===== src/rtl/mode_req_arbiter.sv =====
// Round-robin arbiter guarding a 2-bit operating-mode register with a legal-transition table and per-requester lockout.
// Optional build macro MODE_ALARM_EN adds a sticky alarm output that also forces the mode to SAFE.
module mode_req_arbiter #(
    parameter int NUM_REQ     = 4,
    parameter int LOCK_THRESH = 3
) (
    input  logic                   clk,
    input  logic                   rst,
    input  logic [NUM_REQ-1:0]     req,
    input  logic [3*NUM_REQ-1:0]   req_mode,
    output logic [NUM_REQ-1:0]     ack,
    output logic                   err,
    output logic [NUM_REQ-1:0]     locked,
    output logic [1:0]             mode,
    output logic                   busy,
`ifdef MODE_ALARM_EN
    output logic                   alarm,
`endif
    output logic [1:0]             state_dbg
);

    // Handshake: req[i] and its req_mode slice are level-held until ack[i] pulses
    // for one cycle; the requester drops req the cycle after ack, otherwise a new
    // request is seen when the arbiter returns to IDLE.

    localparam int IDX_W = (NUM_REQ > 1) ? $clog2(NUM_REQ) : 1;

    localparam logic [1:0] ST_IDLE  = 2'b00;
    localparam logic [1:0] ST_CHECK = 2'b01;
    localparam logic [1:0] ST_RESP  = 2'b10;
    localparam logic [1:0] ST_BAD   = 2'b11;

    localparam logic [3:0]     THRESH    = 4'(LOCK_THRESH);
    localparam logic [IDX_W:0] NUM_REQ_W = (IDX_W + 1)'(NUM_REQ);

    logic [1:0]         state;
    logic [IDX_W-1:0]   ptr;
    logic [IDX_W-1:0]   ptr_next;
    logic [IDX_W-1:0]   win_idx;
    logic [2:0]         win_code;
    logic [3:0]         rej_cnt [NUM_REQ];

    logic [NUM_REQ-1:0] valid;
    logic [NUM_REQ-1:0] rot;
    logic [IDX_W-1:0]   pick_off;
    logic [IDX_W:0]     pick_sum;
    logic [IDX_W-1:0]   pick_idx;
    logic [2:0]         pick_code;
    logic               pick_found;

    logic               legal;
    logic [3:0]         sel_cnt;
    logic [3:0]         cnt_inc;
    logic               lock_now;
    logic [NUM_REQ-1:0] win_onehot;

    // Only four (current, target) pairs within 0..3 are illegal; codes 4..7 never are legal.
    function automatic logic is_legal(input logic [2:0] code, input logic [1:0] cur);
        logic ok;
        if (code[2]) begin
            ok = 1'b0;
        end else begin
            case ({cur, code[1:0]})
                4'b00_10, 4'b00_11, 4'b01_11, 4'b11_01: ok = 1'b0;
                default:                                 ok = 1'b1;
            endcase
        end
        return ok;
    endfunction

    assign valid     = req & ~locked;
    assign busy      = (state != ST_IDLE);
    assign state_dbg = state;
    assign legal     = is_legal(win_code, mode);

    always_comb begin
        rot        = NUM_REQ'({valid, valid} >> ptr);
        pick_found = 1'b0;
        pick_off   = '0;
        for (int i = 0; i < NUM_REQ; i++) begin
            if (!pick_found && rot[i]) begin
                pick_found = 1'b1;
                pick_off   = IDX_W'(i);
            end
        end
        pick_sum = {1'b0, ptr} + {1'b0, pick_off};
        if (pick_sum >= NUM_REQ_W) begin
            pick_sum = pick_sum - NUM_REQ_W;
        end
        pick_idx  = pick_sum[IDX_W-1:0];
        pick_code = '0;
        for (int i = 0; i < NUM_REQ; i++) begin
            if (pick_idx == IDX_W'(i)) begin
                pick_code = req_mode[3*i +: 3];
            end
        end
    end

    always_comb begin
        sel_cnt    = '0;
        win_onehot = '0;
        for (int i = 0; i < NUM_REQ; i++) begin
            if (win_idx == IDX_W'(i)) begin
                sel_cnt       = rej_cnt[i];
                win_onehot[i] = 1'b1;
            end
        end
        cnt_inc  = (sel_cnt < THRESH) ? sel_cnt + 4'd1 : sel_cnt;
        lock_now = !legal && (cnt_inc == THRESH);
        if (win_idx == IDX_W'(NUM_REQ - 1)) begin
            ptr_next = '0;
        end else begin
            ptr_next = win_idx + IDX_W'(1);
        end
    end

`ifdef MODE_ALARM_EN
    logic alarm_evt;
    assign alarm_evt = (state == ST_BAD) || ((state == ST_CHECK) && lock_now);
`endif

    always_ff @(posedge clk) begin
        if (rst) begin
            state    <= ST_IDLE;
            mode     <= 2'b00;
            ack      <= '0;
            err      <= 1'b0;
            locked   <= '0;
            ptr      <= '0;
            win_idx  <= '0;
            win_code <= '0;
            for (int i = 0; i < NUM_REQ; i++) begin
                rej_cnt[i] <= '0;
            end
`ifdef MODE_ALARM_EN
            alarm    <= 1'b0;
`endif
        end else begin
            case (state)
                ST_IDLE: begin
                    ack <= '0;
                    err <= 1'b0;
                    if (pick_found) begin
                        win_idx  <= pick_idx;
                        win_code <= pick_code;
                        state    <= ST_CHECK;
                    end
                end
                ST_CHECK: begin
                    state <= ST_RESP;
                    ack   <= win_onehot;
                    err   <= !legal;
                    ptr   <= ptr_next;
                    if (legal) begin
                        mode <= win_code[1:0];
                    end
                    for (int i = 0; i < NUM_REQ; i++) begin
                        if (win_onehot[i]) begin
                            rej_cnt[i] <= legal ? 4'd0 : cnt_inc;
                            if (lock_now) begin
                                locked[i] <= 1'b1;
                            end
                        end
                    end
                end
                ST_RESP: begin
                    ack   <= '0;
                    err   <= 1'b0;
                    state <= ST_IDLE;
                end
                default: begin
                    ack   <= '0;
                    err   <= 1'b0;
                    state <= ST_IDLE;
                end
            endcase
`ifdef MODE_ALARM_EN
            if (alarm_evt) begin
                alarm <= 1'b1;
                mode  <= 2'b00;
            end
`endif
        end
    end

endmodule


===== config.mk =====
export PLATFORM = sky130hd
export DESIGN_NAME = mode_req_arbiter
export DESIGN_NICKNAME = d
export VERILOG_FILES = /design/src/rtl/mode_req_arbiter.sv
export SDC_FILE = /design/constraint.sdc
export NUM_CORES = 1
export LEC_CHECK = 0
export ABC_AREA = 0
export BUFFER_PORTS_ARGS = -buffer_cell sky130_fd_sc_hd__buf_2
export CORE_UTILIZATION = 49
export CTS_CLUSTER_SIZE = 12
export DETAILED_ROUTE_END_ITERATION = 16
export GPL_TIMING_DRIVEN = 1
export PLACE_DENSITY = 0.71
export RECOVER_POWER = 100
export SYNTH_ARGS = -nofsm -noshare
export SYNTH_HDL_FRONTEND = slang
export SYNTH_SLANG_ARGS = --single-unit

===== constraint.sdc =====
create_clock -name clk -period 4.5 [get_ports clk]
set_input_delay 0.9 -clock clk [delete_from_list [all_inputs] [get_ports clk]]
set_output_delay 0.9 -clock clk [all_outputs]
set_load 0.03 [all_outputs]

==> impl_metrics.toml <==
[floorplan]
coreArea_um2 = 3770
die-area_um2 = 4330
start_util_pct = 52.9
ios = 32
die_x_um = 65.8
num_rows = 22
chipHeight_um = 65.8

[cts]
cts_max_path_buffers = 2
numCtsBuffers = 5
postCtsHoldBufs = 0
postCtsResizedCells = 0
clk_pin_slew_ps = 70
cts_tree = "done"
htreeDepth = 2
cts_root_buf = "clkbuf_8"
post_cts_buffers = 0
numClockSinks = 36
clk_latency_ps = 290

[timing]
min_period_ps = 3160
tns_ps = 0
skew_ps = 4.56
fmax_mhz = 317
hold_violations = 0
period_share_pct = 70.2
setup_viol = 0
relSlewSlack_pct = 13.1
worst_slew_pin_slew_ps = 1290
grt_setup_unrepaired = "false"
slew_violations = 0

[final_layout]
diodes = 0
final_layout_size_suffix_gt1_share_pct = 13.2
nNetsFinal = 265
syn_to_final_growth_pct = 15.5

[grt]
antenna_found_initial = 0
grt_start_max_net_pins = 20
track_usage_pct = 20.6
grt_pass1_vias = 1425
grt_first_pass_wirelength_um = 6520
grt_overflow = 0

[routing]
wire_per_inst_um = 14.0
ant_nets = 0
via_per_inst = 5.56
drt_first_pass_iters = 4
drtIter0Drc = 74
drt-total-wl_um = 4050
num_vias = 1612
drc = 0

[status]
outcome = "complete, no violations"

[placement]
hpwlAfterDp_um = 3000
place.gp.congestion = 0.775
numPortBuffers = 31

[synth]
syn-num-nets = 237
syn_inst = 213
syn_area_um2 = 1990
synth_enable_flop_cells = 16
synth.avg_cell_area_um2 = 9.36
netlist-cell-type-count = 39
yosys-top-cells-area = "edfxtp_1 (24%), dfxtp_1 (20%), mux2i_1 (6.0%)"
async_flop_share_pct = 0
synthFlopType = "dfxtp_1"
yosysMostFrequentCell = "nor2_1"
yosys.area.top_type = "edfxtp_1"
synth_warnings = 0
netlist.area_leader.share_pct = 24.1
ys_ff_latch = 36
synth_commonest_cells = "nor2_1 (24), dfxtp_1 (20), nand2_1 (20), edfxtp_1 (16)"
synth-seq-area-share_pct = 44.2

[setup_path]
critPathLaunch = "req[1]"
cp-endpoint = "win_code[2]"
r2r_setup_slack_ps = 1680
crit_fanout = 19
ff2ff_path_depth = 9
critPathKind = "input pin to flip-flop"
r2r-start = "ptr[0]"
end_kind = "flip-flop"
required_ps = 4650
arrival_ps = 3310
start_kind = "input pin"
regToRegEndpoint = "win_code[2]"

[pwr]
vdd_drop_max_mv = 0.266
p_total_mw = 1.09
powerDensity_nw_per_um2 = 473
p_leak_nw = 0.916

[run]
maxCapViolations = 0

[hold_path]
hold_path.class = "flip-flop to flip-flop"
-- area by class of cell --
cell class,count,area [um2]
clock buffers,5,68.8
clock inverters,3,90.1
repair buffers,31,136
flip-flops and latches,36,881
fillers,346,1470
well taps,48,60.1
inverters,15,56.3
multi-input cells,152,1010
-- worst min path at each step --
stage                     start   endpoint  slack [ps]  depth (start not counted)
floorplan           win_code[0]    mode[0]         450                          2
global placement    win_code[0]    mode[0]         470                          2
detailed placement  win_code[0]    mode[0]         490                          2
CTS                 win_code[0]    mode[0]         490                          2
global route          locked[3]  locked[3]         520                          2
finish              win_code[0]    mode[0]         490                          2
-- per-layer routing --
| metal | global-route usage, % | share of wire, % | up-vias |
|---|---|---|---|
| met4 | 6.52 | 1.1 | 0 |
| met2 | 33.3 | 47 | 30 |
| met5 | 0 | 0 | - |
| met1 | 26.1 | 48 | 758 |
| li1 | - | - | 817 |
| met3 | 6.21 | 4.6 | 7 |
-- power by group --
part | switching, mW | internal [mW]
registers | 0.0214 | 0.371
clock network | 0.120 | 0.277
logic | 0.186 | 0.114
total | 0.327 | 0.762
-- state kept, by name (all words and copies together) (netlist names) --
| name | count |
|---|---|
| locked | 4 |
| rej_cnt | 16 |
| state_dbg | 2 |
| ack | 4 |
| ptr | 2 |
| win_code | 3 |
| win_idx | 2 |
| err | 1 |
| mode | 2 |
-- kinds of logic after synthesis --
family | synth area share (%)
compound gates | 19.4
xor+xnor | 0.440
fa+ha+maj | 4.33
buf+inv | 5.15
flops | 44.2
mux | 8.29
simple gates | 18.2
-- placed cells by master, fill, tap and decap left out, types with 5 or more instances in the layout --
master / Yosys / layout
a21oi_1: 8 / 8
inv_1: 15 / 15
nor2b_1: 15 / 15
nor2_1: 24 / 24
o21ai_0: 12 / 12
mux2i_1: 12 / 12
a21o_1: 5 / 5
clkbuf_8: 0 / 5
nand2_1: 20 / 20
buf_2: 1 / 16
dfxtp_1: 20 / 20
ha_1: 6 / 6
edfxtp_1: 16 / 16
clkbuf_1: 7 / 15
-- worst max-delay path, stage by stage --
cell and delay, ps:
buf_2 70, nor2b_1 310, mux2i_1 150, a221oi_1 280, o21ai_0 110, o21ai_0 80
ha_1 650, nor2b_1 130, a2111oi_0 290, o21ai_0 140, o21ai_0 90, o32ai_1 100
-- stage by stage --
| stage | util (%) | setup slack, ps | hold slack, ps | instance area, um2 | instances |
|---|---|---|---|---|---|
| 2_1_floorplan | - | 1400 | 446 | 1990 | 213 |
| 3_3_place_gp | 57.3 | 1140 | 467 | 2160 | 282 |
| 3_5_place_dp | 57.3 | 1070 | 486 | 2160 | 282 |
| 4_1_cts | 61.5 | 1380 | 494 | 2320 | 290 |
| 5_1_grt | 61.0 | 841 | 521 | 2300 | 290 |
| 6_report | 61.0 | 1340 | 487 | 2300 | 290 |
Power figures use the tool's default switching activity.
